`src/rtl/decoder_xx6812_pkg.sv`:
```
// Shared constants and state encoding for the xx6812 one-wire LED decoder.
// The encoder side uses the same timing defaults and pixel width.
package decoder_xx6812_pkg;

  localparam int PIXEL_BITS            = 24;
  localparam int DEF_BIT_THRESHOLD     = 6;
  localparam int DEF_MIN_HIGH_CYCLES   = 2;
  localparam int DEF_MAX_HIGH_CYCLES   = 20;
  localparam int DEF_RESET_CYCLES      = 600;
  localparam int DEF_INDEX_WIDTH       = 9;

  typedef enum logic [1:0] {
    ST_SYNC = 2'd0,
    ST_IDLE = 2'd1,
    ST_HIGH = 2'd2,
    ST_LOW  = 2'd3
  } state_e;

endpackage

```
`src/rtl/decoder_xx6812_sync_edge_detect.sv`:
```
// Two-flop synchroniser for the asynchronous serial line, followed by a
// registered level with matching one-cycle rise and fall pulses.
module sync_edge_detect (
  input  logic clk_i,
  input  logic rst_ni,
  input  logic d_i,
  output logic level_o,
  output logic rise_o,
  output logic fall_o
);

  logic meta_q, sync_q, level_q, rise_q, fall_q;

  always_ff @(posedge clk_i or negedge rst_ni) begin
    if (!rst_ni) begin
      meta_q  <= 1'b0;
      sync_q  <= 1'b0;
      level_q <= 1'b0;
      rise_q  <= 1'b0;
      fall_q  <= 1'b0;
    end else begin
      meta_q  <= d_i;
      sync_q  <= meta_q;
      level_q <= sync_q;
      rise_q  <= sync_q & ~level_q;
      fall_q  <= ~sync_q & level_q;
    end
  end

  assign level_o = level_q;
  assign rise_o  = rise_q;
  assign fall_o  = fall_q;

endmodule

```
`src/rtl/decoder_xx6812.sv`:
```
// xx6812 one-wire receiver: pulse-width bit decode, 24-bit pixel packing, frame tracking.
// Optional daisy-chain pass-through on serial_data_out when XX6812_FORWARD_EN is defined.
module decoder_xx6812
  import decoder_xx6812_pkg::*;
#(
  parameter int BIT_THRESHOLD   = DEF_BIT_THRESHOLD,
  parameter int MIN_HIGH_CYCLES = DEF_MIN_HIGH_CYCLES,
  parameter int MAX_HIGH_CYCLES = DEF_MAX_HIGH_CYCLES,
  parameter int RESET_CYCLES    = DEF_RESET_CYCLES,
  parameter int INDEX_WIDTH     = DEF_INDEX_WIDTH
) (
  input  logic                   clock_12mhz,
  input  logic                   reset_n,
  input  logic                   serial_data_in,
  output logic [PIXEL_BITS-1:0]  pixel_data,
  output logic [INDEX_WIDTH-1:0] pixel_index,
  output logic                   pixel_valid,
  output logic                   frame_done,
  output logic                   frame_error,
  output logic                   serial_data_out
);

  localparam int CNT_W    = $clog2(RESET_CYCLES + 1);
  localparam int BITCNT_W = $clog2(PIXEL_BITS + 1);
  localparam logic [CNT_W:0]    MIN_LEN  = (CNT_W+1)'(MIN_HIGH_CYCLES);
  localparam logic [CNT_W:0]    MAX_LEN  = (CNT_W+1)'(MAX_HIGH_CYCLES);
  localparam logic [CNT_W:0]    THR_LEN  = (CNT_W+1)'(BIT_THRESHOLD);
  localparam logic [CNT_W:0]    LOW_LEN  = (CNT_W+1)'(RESET_CYCLES - 1);
  localparam logic [BITCNT_W-1:0] LAST_BIT = BITCNT_W'(PIXEL_BITS - 1);

  function automatic logic [CNT_W-1:0] sat_inc(input logic [CNT_W-1:0] v);
    return (v == '1) ? v : v + CNT_W'(1);
  endfunction

  logic level, rise, fall, edge_s;
  state_e state_q, state_d;
  logic [CNT_W-1:0]        cnt_q, cnt_d;
  logic [CNT_W:0]          run_len;
  logic [PIXEL_BITS-2:0]   shift_q, shift_d;
  logic [PIXEL_BITS-1:0]   word;
  logic [BITCNT_W-1:0]     bitcnt_q, bitcnt_d;
  logic [INDEX_WIDTH-1:0]  idx_q, idx_d;
  logic                    ovf_q, ovf_d;
  logic [PIXEL_BITS-1:0]   pdata_q, pdata_d;
  logic [INDEX_WIDTH-1:0]  pidx_q, pidx_d;
  logic                    pvalid_q, pvalid_d, fdone_q, fdone_d, ferr_q, ferr_d;
  logic                    bit_now, low_done, hi_err, px_done;

  sync_edge_detect u_sync (
    .clk_i   (clock_12mhz),
    .rst_ni  (reset_n),
    .d_i     (serial_data_in),
    .level_o (level),
    .rise_o  (rise),
    .fall_o  (fall)
  );

  // run_len = cycles the current level has lasted before this cycle
  assign edge_s   = rise | fall;
  assign run_len  = {1'b0, cnt_q} + (CNT_W+1)'(1);
  assign low_done = !level && (run_len >= LOW_LEN);
  assign hi_err   = (state_q == ST_HIGH) &&
                    (fall ? (run_len < MIN_LEN) : (run_len >= MAX_LEN));
  assign bit_now  = run_len >= THR_LEN;
  assign word     = {shift_q, bit_now};

  always_ff @(posedge clock_12mhz or negedge reset_n) begin
    if (!reset_n) state_q <= ST_SYNC;
    else          state_q <= state_d;
  end

  always_comb begin
    state_d = state_q;
    unique case (state_q)
      ST_SYNC: if (low_done) state_d = ST_IDLE;
      ST_IDLE: if (rise) state_d = ST_HIGH;
      ST_HIGH: begin
        if (hi_err)    state_d = ST_SYNC;
        else if (fall) state_d = ST_LOW;
      end
      ST_LOW: begin
        if (rise)          state_d = ST_HIGH;
        else if (low_done) state_d = ST_IDLE;
      end
      default: state_d = ST_SYNC;
    endcase
  end

  always_comb begin
    cnt_d    = (edge_s || (state_q == ST_SYNC && level)) ? '0 : sat_inc(cnt_q);
    shift_d  = shift_q;
    bitcnt_d = bitcnt_q;
    idx_d    = idx_q;
    ovf_d    = ovf_q;
    pdata_d  = pdata_q;
    pidx_d   = pidx_q;
    pvalid_d = 1'b0;
    fdone_d  = 1'b0;
    ferr_d   = 1'b0;
    px_done  = 1'b0;
    unique case (state_q)
      ST_HIGH: begin
        if (hi_err) begin
          ferr_d   = 1'b1;
          bitcnt_d = '0;
          idx_d    = '0;
          ovf_d    = 1'b0;
        end else if (fall) begin
          if (bitcnt_q == LAST_BIT) begin
            bitcnt_d = '0;
            // Pixels past the last addressable index are silently dropped.
            if (!ovf_q) begin
              px_done  = 1'b1;
              pvalid_d = 1'b1;
              pdata_d  = word;
              pidx_d   = idx_q;
              if (idx_q == '1) ovf_d = 1'b1;
              else             idx_d = idx_q + INDEX_WIDTH'(1);
            end
          end else begin
            shift_d  = word[PIXEL_BITS-2:0];
            bitcnt_d = bitcnt_q + BITCNT_W'(1);
          end
        end
      end
      ST_LOW: begin
        if (!rise && low_done) begin
          fdone_d  = 1'b1;
          ferr_d   = (bitcnt_q != '0) || ovf_q;
          bitcnt_d = '0;
          idx_d    = '0;
          ovf_d    = 1'b0;
        end
      end
      default: ;
    endcase
  end

  always_ff @(posedge clock_12mhz or negedge reset_n) begin
    if (!reset_n) begin
      cnt_q    <= '0;
      shift_q  <= '0;
      bitcnt_q <= '0;
      idx_q    <= '0;
      ovf_q    <= 1'b0;
      pdata_q  <= '0;
      pidx_q   <= '0;
      pvalid_q <= 1'b0;
      fdone_q  <= 1'b0;
      ferr_q   <= 1'b0;
    end else begin
      cnt_q    <= cnt_d;
      shift_q  <= shift_d;
      bitcnt_q <= bitcnt_d;
      idx_q    <= idx_d;
      ovf_q    <= ovf_d;
      pdata_q  <= pdata_d;
      pidx_q   <= pidx_d;
      pvalid_q <= pvalid_d;
      fdone_q  <= fdone_d;
      ferr_q   <= ferr_d;
    end
  end

  assign pixel_data  = pdata_q;
  assign pixel_index = pidx_q;
  assign pixel_valid = pvalid_q;
  assign frame_done  = fdone_q;
  assign frame_error = ferr_q;

`ifdef XX6812_FORWARD_EN
  // Armed when pixel 0 is consumed; the pass-through opens on the next rise.
  logic arm_q, arm_d, gate_q, gate_d;

  always_comb begin
    arm_d  = arm_q;
    gate_d = gate_q | (arm_q & rise);
    if (arm_q && rise)            arm_d = 1'b0;
    if (px_done && idx_q == '0)   arm_d = 1'b1;
    if (fdone_d || ferr_d) begin
      arm_d  = 1'b0;
      gate_d = 1'b0;
    end
  end

  always_ff @(posedge clock_12mhz or negedge reset_n) begin
    if (!reset_n) begin
      arm_q  <= 1'b0;
      gate_q <= 1'b0;
    end else begin
      arm_q  <= arm_d;
      gate_q <= gate_d;
    end
  end

  assign serial_data_out = level & (gate_q | (arm_q & rise));
`else
  assign serial_data_out = 1'b0;
`endif

endmodule

```
`config.mk`:
```
export PLATFORM = sky130hd
export DESIGN_NAME = decoder_xx6812
export DESIGN_NICKNAME = d
export VERILOG_FILES = /design/src/rtl/decoder_xx6812_pkg.sv /design/src/rtl/decoder_xx6812_sync_edge_detect.sv /design/src/rtl/decoder_xx6812.sv
export SDC_FILE = /design/constraint.sdc
export NUM_CORES = 1
export LEC_CHECK = 0
export ABC_AREA = 1
export CAP_MARGIN = 10
export CORE_UTILIZATION = 35
export CTS_CLUSTER_DIAMETER = 60
export DETAILED_ROUTE_END_ITERATION = 16
export GPL_ROUTABILITY_DRIVEN = 0
export MAX_ROUTING_LAYER = met4
export PLACE_DENSITY = 0.49
export SLEW_MARGIN = 25
export SYNTH_ARGS = -nofsm -noshare
export SYNTH_HDL_FRONTEND = slang
export SYNTH_SLANG_ARGS = --single-unit
```
`constraint.sdc`:
```
create_clock -name clock_12mhz -period 4.3 [get_ports clock_12mhz]
set_clock_uncertainty 0.2 [all_clocks]
set_input_delay 0.43 -clock clock_12mhz [delete_from_list [all_inputs] [get_ports clock_12mhz]]
set_output_delay 0.43 -clock clock_12mhz [all_outputs]
set_load 0.02 [all_outputs]
```
Yosys cells after proc, flatten, opt, wreduce, memory -nomap -nowiden. Index checks and enable logic that the tools add are counted.

Add/subtract/negate cells: 4. $lt $le $gt $ge: 4. Eq/ne operators: 13. Muxes and demuxes: 38. Bitwise gates (word level): 8. Reductions and logical operators: 17.

Operators with widths (count): $mux W9 (6); $mux W10 (2); $mux W5 (4); $pmux W9 S2 (1); $mux W1 (16); $add A10 B1 Y11 const B (1); $ge A11 B10 Y1 const B (1); $ge A11 B3 Y1 const B (1); $ge A11 B5 Y1 const B (1); $lt A11 B2 Y1 const B (1); $add A10 B1 Y10 const B (1); $eq A10 B10 Y1 const B (1); $mux W2 (5); $pmux W5 S2 (1); $add A9 B1 Y9 const B (1); $eq A9 B9 Y1 const B (1); $pmux W2 S4 (1); $reduce_and A4 Y1 (2); $ne A3 B2 Y1 const B (2); $ne A3 B3 Y1 const B (2); $reduce_and A6 Y1 (1); $add A5 B1 Y5 const B (1); $eq A5 B5 Y1 const B (1); $not A1 Y1 (5); other kinds (16) (25).

Register bits: 91. Bits of input ports: 3. Output and inout port bits: 37. Logic and storage cells: 100.

Depth between registers and ports, before layout. Gate-level depths: netlist (run 1).

Word-level depth: 7. Depth in mapped cells: 18. Gate-level depth less buffers: 17.

Hierarchy. Synthesis (run 1) repeated with hierarchy kept, for this count alone.

Cell total of the unflattened synthesis: 510. Area total of the unflattened synthesis: 4237.8 um^2.

Modules (own cells, without submodules): decoder_xx6812 (times used 1, cells each 501, area each 4097.7 um^2, sequential area each 2152.1 um^2); sync_edge_detect (times used 1, cells each 9, area each 140.1 um^2, sequential area each 125.1 um^2).

Worst setup path after synthesis (run 1). OpenSTA, ideal clock, no wires.

Path kind: register -> register. Start: register cnt_q[1]. End: register shift_q[18]. Library setup time: 0.121 ns. Arrival: 2.005 ns. Path slack: 1.974 ns. Cell stages (with the launch flop): 19. Buffers on the path: 2. Path through: dfrtp_1 > ha_1 > nand2_2 > inv_2 > nand2_1 > nand2_2 > inv_2 > nand2_1 > nand2_1 > nor2_1 > nand2_2 > nand2_4 > nand3_4 > nor2_4 > nand2_2 > buf_6 > buf_6 > nand2_1 > o21ai_1.

Cells in the longest elaborated chain, start to end: 6.

RTL lines: from (decl) (RTL line decoder_xx6812.sv:37) `logic [CNT_W-1:0] cnt_q, cnt_d;`; from (signal assigned) (RTL line decoder_xx6812.sv:152) `cnt_q <= cnt_d;`; $add A10 B1 Y11 (*) (RTL line decoder_xx6812.sv:60) `assign run_len = {1'b0, cnt_q} + (CNT_W+1)'(1);`; $ge A11 B5 Y1 / $lt A11 B2 Y1 (equally long branches) (RTL line decoder_xx6812.sv:63) `(fall ? (run_len < MIN_LEN) : (run_len >= MAX_LEN));`; $mux W1 (*) (RTL line decoder_xx6812.sv:63); $logic_and A1 B1 Y1 (*) (RTL line decoder_xx6812.sv:62) `assign hi_err = (state_q == ST_HIGH) &&`; $not A1 Y1 (no line) (*); $reduce_and A4 Y1 (no line) (*); to (signal assigned) (RTL line decoder_xx6812.sv:153) `shift_q <= shift_d;`; to (decl) (RTL line decoder_xx6812.sv:39) `logic [PIXEL_BITS-2:0] shift_q, shift_d;`.

Mark *: on every way between the ends. The rest lies on a longest branch, timed or not. A chain may end at the register's enable or synchronous reset.

Final worst setup path (run 1).
Start: register cnt_q[1]. End: register shift_q[8].

Same word-level chain as after synthesis.

==> results.sh, run 1 <==
export IMPL_status="complete, but fails checks"
export IMPL_violations="design-rule violations, negative hold slack"
export IMPL_grt_pass1_wl_um=14300
export IMPL_syn_nets=492
export IMPL_critical_path_required_ps=4340
export IMPL_critPathCapture="shift_q[8]$_DFFE_PN0P_"
export IMPL_setup_viol=0
export IMPL_r2r_slack_ps=1300
export IMPL_drv_cap=0
export IMPL_irDropWorstVdd_v=0.000180
export IMPL_diodes=0
export IMPL_synth_area_sq_mm=0.00423
export IMPL_multi_input_area_sq_mm=0.00159
export IMPL_path_max_fanout=48
export IMPL_num_fill_cells=1170
export IMPL_rsz0062_at_grt="no"
export IMPL_ys_warn_count=0
export IMPL_cts_resized=0
export IMPL_drcViolationCount=1
export IMPL_yosys_register_bits=91
export IMPL_drive_above_1_share_pct=10.1
export IMPL_grtUsageTotal_pct=14.8
export IMPL_htree_levels=3
export IMPL_fp_row_count=39
export IMPL_clock_latency_ps=340
export IMPL_dieArea_sq_mm=0.0125
export IMPL_cts_tree="done"
export IMPL_total_power_mw=1.62
export IMPL_reg2reg_depth=15
export IMPL_hold_ws_ps=-29.1
export IMPL_wl_per_cell_um=12.3
export IMPL_numCtsBuffers=9
export IMPL_ant_nets=0
export IMPL_port_buffers=38
export IMPL_io_pins=40
export IMPL_layout_commonest_cell="nand2_1"
export IMPL_ys_seq_area_share_pct=53.8
export IMPL_cts_setup_buffers=0
export IMPL_cts_sinks=91
export IMPL_cts_max_path_buffers=2
export IMPL_rr_endpoint="shift_q[8]$_DFFE_PN0P_"
export IMPL_slew_headroom_pct=41.1
export IMPL_syn_to_final_growth_pct=17.1
export IMPL_r2r_start="cnt_q[1]$_DFFE_PN0P_"
export IMPL_crit_type="reg -> reg"
export IMPL_cp_data_arrival_time_ps=3040
export IMPL_final_cell_mix="126 x nand2_1, 91 x dfrtp_1, 63 x inv_1"
export IMPL_p_per_area_mw_per_mm2=326
export IMPL_hold_violations=59
export IMPL_drv_slew=0
export IMPL_core_area_sq_mm=0.0116
export IMPL_crit_path_start_kind="register"
export IMPL_startpoint="cnt_q[1]$_DFFE_PN0P_"
export IMPL_synth_cell_type_count=34
export IMPL_die_x_um=112
export IMPL_post_route_min_period_ps=3000
export IMPL_grt_max_degree=66
export IMPL_num_vias=3090
export IMPL_antenna_found_initial=0
export IMPL_max_freq_ghz=0.333
export IMPL_period_share_pct=69.8
export IMPL_cts_hold_buf=0
export IMPL_syn_inst=483
export IMPL_dp_hpwl_um=5590
export IMPL_drtIter0Drc=189
export IMPL_p_leak_nw=2.26
export IMPL_seqCellArea_sq_mm=0.00228
export IMPL_setup_tns_ps=0
export IMPL_min_path_type="in -> async"
export IMPL_dr_pass1_iters=10
export IMPL_avgViaCountPerCell=4.63
export IMPL_path_clk_slew_ps=70
export IMPL_worst_setup_path_end_kind="register"
export IMPL_die_y_um=112
export IMPL_avgSynthCellArea_sq_um=8.76
export IMPL_initial_core_util_pct=36.4
export IMPL_clockRootBuffer="clkbuf_16"
export IMPL_grt_pass1_vias=2968
export IMPL_drt_total_wl_um=8210
export IMPL_overflow=0
export IMPL_nets=530
export IMPL_tightest_slew_ps=881
-- cells by family (layout without fill, tap and decap cells) --
| logic type | after synthesis | after routing | share of synthesized area (%) |
|---|---|---|---|
| simple gates | 222 | 222 | 24.1 |
| fa+ha+maj | 6 | 6 | 1.77 |
| other cells | 1 | 1 | 0.0886 |
| flops | 91 | 91 | 53.8 |
| compound gates | 77 | 77 | 10.1 |
| buf+inv | 79 | 121 | 8.66 |
| xor+xnor | 7 | 7 | 1.45 |
-- stage by stage --
stage	cells	setup slack [ps]	cell area (sq um)	utilization [%]	hold WS (ps)
2_1_floorplan	483	1970	4230	-	-65.6
3_5_place_dp	653	1310	4680	40.3	143
3_3_place_gp	653	1380	4680	40.3	142
5_1_grt	668	1010	4950	42.7	43.6
4_1_cts	668	1290	4950	42.7	4.28
6_report	668	1300	4950	42.7	-29.1
-- synth_stat cells (all sizes together) --
cell / number / area [sq um]
nand4: 6 / 43.8
nor2: 38 / 185
a31oi: 1 / 6.26
xnor2: 1 / 8.76
nand3: 35 / 213
ha: 6 / 75.1
o21ai: 59 / 314
o31ai: 1 / 7.51
nand2: 136 / 541
buf: 12 / 115
o221ai: 1 / 8.76
or2: 1 / 6.26
o22ai: 1 / 6.26
inv: 66 / 248
nor3: 6 / 30.0
xor2: 6 / 52.6
o21bai: 2 / 15.0
dfrtp: 91 / 2280
conb: 1 / 3.75
a21oi: 12 / 71.3
clkbuf: 1 / 3.75
-- flip-flops by register name, indices dropped and copies added (netlist names) --
signal / flops
u_sync.fall_o: 1
state_q: 2
pixel_valid: 1
u_sync.sync_q: 1
ovf_q: 1
bitcnt_q: 5
idx_q: 9
pixel_index: 9
u_sync.level_o: 1
pixel_data: 24
u_sync.meta_q: 1
frame_done: 1
frame_error: 1
u_sync.rise_o: 1
shift_q: 23
cnt_q: 10
-- layer usage --
metal / global-route usage, % / up-vias / part of all wire [%]
li1: - / 1604 / -
met1: 19.8 / 1419 / 51
met2: 21.9 / 60 / 45
met3: 2.50 / 7 / 2.8
met4: 6.67 / 0 / 1.0
met5: - / - / 0
-- worst min path at each step --
stage                                  startpoint                       to  slack, ps  cells after the start
final                                     reset_n     cnt_q[5]$_DFFE_PN0P_        -30                      1
after global routing                      reset_n     cnt_q[5]$_DFFE_PN0P_         40                      1
after global placement    u_sync.meta_q$_DFF_PN0_  u_sync.sync_q$_DFF_PN0_        140                      0
after floorplan                           reset_n  bitcnt_q[0]$_DFFE_PN0P_        -70                      0
after CTS                                 reset_n     cnt_q[5]$_DFFE_PN0P_          4                      1
after detailed placement  u_sync.meta_q$_DFF_PN0_  u_sync.sync_q$_DFF_PN0_        140                      0
-- layout make-up --
| cell class | instances | area share, % |
|---|---|---|
| Sequential cell | 91 | 46.0 |
| Multi-Input combinational cell | 313 | 32.0 |
| Timing Repair Buffer | 40 | 7.93 |
| Inverter | 66 | 5.00 |
| Clock buffer | 10 | 4.62 |
| Tap cell | 143 | 3.61 |
| Clock inverter | 5 | 0.833 |
-- report_power, final --
group          internal, mW  total, mW  leakage, nW  switching [mW]
registers             0.859      0.863         1.26         0.00376
logic               0.00558     0.0320        0.874          0.0265
clock network         0.392      0.722        0.125           0.331
total                  1.26       1.62         2.26           0.361
-- worst max-delay path: stages, from the launching register on --
cell     delay (ps)
dfrtp_1         450
ha_1            240
nand2_2         110
inv_2            80
nand2_1          60
nand2_2         110
inv_2            50
nand2_1          60
nand2_1          50
nor2_1          170
nand2_2          90
nand2_4          90
nand3_4          80
nor2_4          170
nand2_2         510
o21ai_1         350
Power figures use the tool's default switching activity.
==> inputs of run 2 (changes only) <==
clock period = 3.1 ns   (was 4.3 ns; I/O delays follow)
==> run 2 against run 1 <==
Against the previous run:
- the flow finishes with violations (design-rule violations)
- non-clock buffer count rose by 5
- wire length up 2.6%
- global-route usage rose by 0.59 points
- sequential power grew 39%
- via count is 1.0% higher
- sequential share of layout area down 0.98 points
- flip-flop and latch count is the same
- cell area is 2.2% higher
- highest routed layer unchanged
==> results.sh, run 2 (synthesis gave the netlist of run 1 again) <==
export IMPL_status="complete, but fails checks"
export IMPL_violations="design-rule violations"
export IMPL_post_route_min_period_ps=2730
export IMPL_die_x_um=112
export IMPL_rsz0062_at_grt="no"
export IMPL_ant_nets=0
export IMPL_cts_setup_buffers=0
export IMPL_cts_max_path_buffers=2
export IMPL_path_max_fanout=9
export IMPL_wl_per_cell_um=12.5
export IMPL_met2WireLength_um=3680
export IMPL_die_y_um=112
export IMPL_htree_levels=3
export IMPL_setup_viol=0
export IMPL_core_area_sq_mm=0.0116
export IMPL_p_per_area_mw_per_mm2=468
export IMPL_path_cells="ha_1 > nand2_2 > nor2_4 > nand4_2 > buf_4 > inv_1 > nor2_1 > nand2_1 > nand3_2 > a21oi_4 > nand3_2 > nand2_1 > nand2_1"
export IMPL_hold_violations=0
export IMPL_drtIter0Drc=134
export IMPL_grt_max_degree=66
export IMPL_cts_resized=0
export IMPL_min_path_type="reg -> reg"
export IMPL_drive_above_1_share_pct=10.9
export IMPL_dr_wl_met3_um=250
export IMPL_drv_slew=0
export IMPL_numCtsBuffers=9
export IMPL_period_share_pct=88.2
export IMPL_grt_pass1_vias=2950
export IMPL_dr_pass1_iters=10
export IMPL_crit_path_max_incr_delay_ps=460
export IMPL_setup_tns_ps=0
export IMPL_nets=535
export IMPL_path_clk_slew_ps=60
export IMPL_irDropWorstVdd_v=0.000245
export IMPL_p_leak_nw=2.32
export IMPL_top_layer="met4"
export IMPL_layout_commonest_cell="nand2_1"
export IMPL_wirelength_met1_um=4270
export IMPL_clock_latency_ps=350
export IMPL_critical_path_required_ps=3140
export IMPL_crit_path_start_kind="register"
export IMPL_io_pins=40
export IMPL_cts_sinks=91
export IMPL_final_core_util_pct=43.6
export IMPL_tightest_slew_ps=627
export IMPL_seqCellArea_sq_mm=0.00228
export IMPL_crit_type="reg -> reg"
export IMPL_grtUsageTotal_pct=15.4
export IMPL_worst_setup_path_end_kind="register"
export IMPL_drcViolationCount=1
export IMPL_cp_data_arrival_time_ps=2770
export IMPL_grt_pass1_wl_um=14500
export IMPL_cts_tree="done"
export IMPL_overflow=0
export IMPL_initial_core_util_pct=36.4
export IMPL_cts_hold_buf=1
export IMPL_drt_total_wl_um=8420
export IMPL_final_cell_mix="126 x nand2_1, 91 x dfrtp_1, 63 x inv_1"
export IMPL_port_buffers=38
export IMPL_num_fill_cells=1157
export IMPL_fp_row_count=39
export IMPL_dieArea_sq_mm=0.0125
export IMPL_clockRootBuffer="clkbuf_16"
export IMPL_diodes=0
export IMPL_drv_cap=0
export IMPL_slew_headroom_pct=58.0
export IMPL_syn_to_final_growth_pct=19.6
export IMPL_max_freq_ghz=0.366
export IMPL_num_vias=3121
export IMPL_multi_input_area_sq_mm=0.00159
export IMPL_dp_hpwl_um=5720
export IMPL_largest_register_ffs=24
export IMPL_avgViaCountPerCell=4.63
export IMPL_crit_top_cell="nand2_1"
export IMPL_critPathSlowestCell="dfrtp_1"
export IMPL_antenna_found_initial=0
## run 2: path summary, 6_finish.rpt
kind / from / cells past startpoint / slack (ps) / endpoint
max: cnt_q[1]$_DFFE_PN0P_ / 13 / 370 / idx_q[4]$_DFFE_PN0P_
min: u_sync.meta_q$_DFF_PN0_ / 0 / 150 / u_sync.sync_q$_DFF_PN0_
max reg2reg: cnt_q[1]$_DFFE_PN0P_ / 13 / 370 / idx_q[4]$_DFFE_PN0P_
min reg2reg: u_sync.meta_q$_DFF_PN0_ / 0 / 150 / u_sync.sync_q$_DFF_PN0_
max in group asynchronous: reset_n / 3 / 1730 / idx_q[0]$_DFFE_PN0P_
min in group asynchronous: reset_n / 2 / 310 / cnt_q[7]$_DFFE_PN0P_
## run 2: power breakdown
group / internal [mW] / total (mW) / leakage (nW) / switching [mW]
registers: 1.19 / 1.20 / 1.26 / 0.00558
logic: 0.0104 / 0.0482 / 0.913 / 0.0379
clock network: 0.650 / 1.12 / 0.150 / 0.470
total: 1.85 / 2.37 / 2.32 / 0.514
## run 2: stage by stage
step | worst slack, ps | std cells | power, mW | hold WS [ps] | area, sq um
4_1_cts | 371 | 674 | 2.40 | 153 | 5060
3_5_place_dp | 390 | 657 | 1.27 | 139 | 4750
3_3_place_gp | 446 | 657 | 1.27 | 134 | 4750
5_1_grt | 116 | 674 | 2.45 | 171 | 5060
6_report | 365 | 674 | 2.37 | 150 | 5060
2_1_floorplan | 774 | 483 | 1.24 | -186 | 4230
## run 2: worst max-delay path, delay by kind of cell, from the launching register on
family,cells,cell delay [ps]
buffers and inverters,2,340
adder cells (fa/ha/maj),1,250
AO/OA/AOI/OAI,1,240
AND/OR/NAND/NOR,9,1140
flip-flops,1,460
## run 2: routing by layer
metal / vias to the layer above / track usage [%]
met5: - / -
met4: 0 / 8.62
met3: 16 / 3.27
met2: 42 / 22.2
met1: 1449 / 20.0
li1: 1614 / -
## run 2: final cells by class
| type | instances | area share, % |
|---|---|---|
| clock buffer | 11 | 4.79 |
| clock inverter | 5 | 1.14 |
| inverter | 66 | 4.89 |
| multi-input combinational | 313 | 31.4 |
| sequential | 91 | 45.0 |
| tap | 143 | 3.53 |
| timing repair buffer | 45 | 9.29 |
==> inputs of run 3 (changes only) <==
--- a/config.mk
+++ b/config.mk
@@ -15,2 +15,3 @@
 export PLACE_DENSITY = 0.49
+export SKIP_LAST_GASP = 1
 export SLEW_MARGIN = 25
--- a/constraint.sdc
+++ b/constraint.sdc
@@ -4,2 +4,2 @@
 set_output_delay 0.31 -clock clock_12mhz [all_outputs]
-set_load 0.02 [all_outputs]
+set_load 0.005 [all_outputs]
==> results of run 3 <==
The final DEF is identical to that of run 2. Status: complete, but fails checks: design-rule violations.
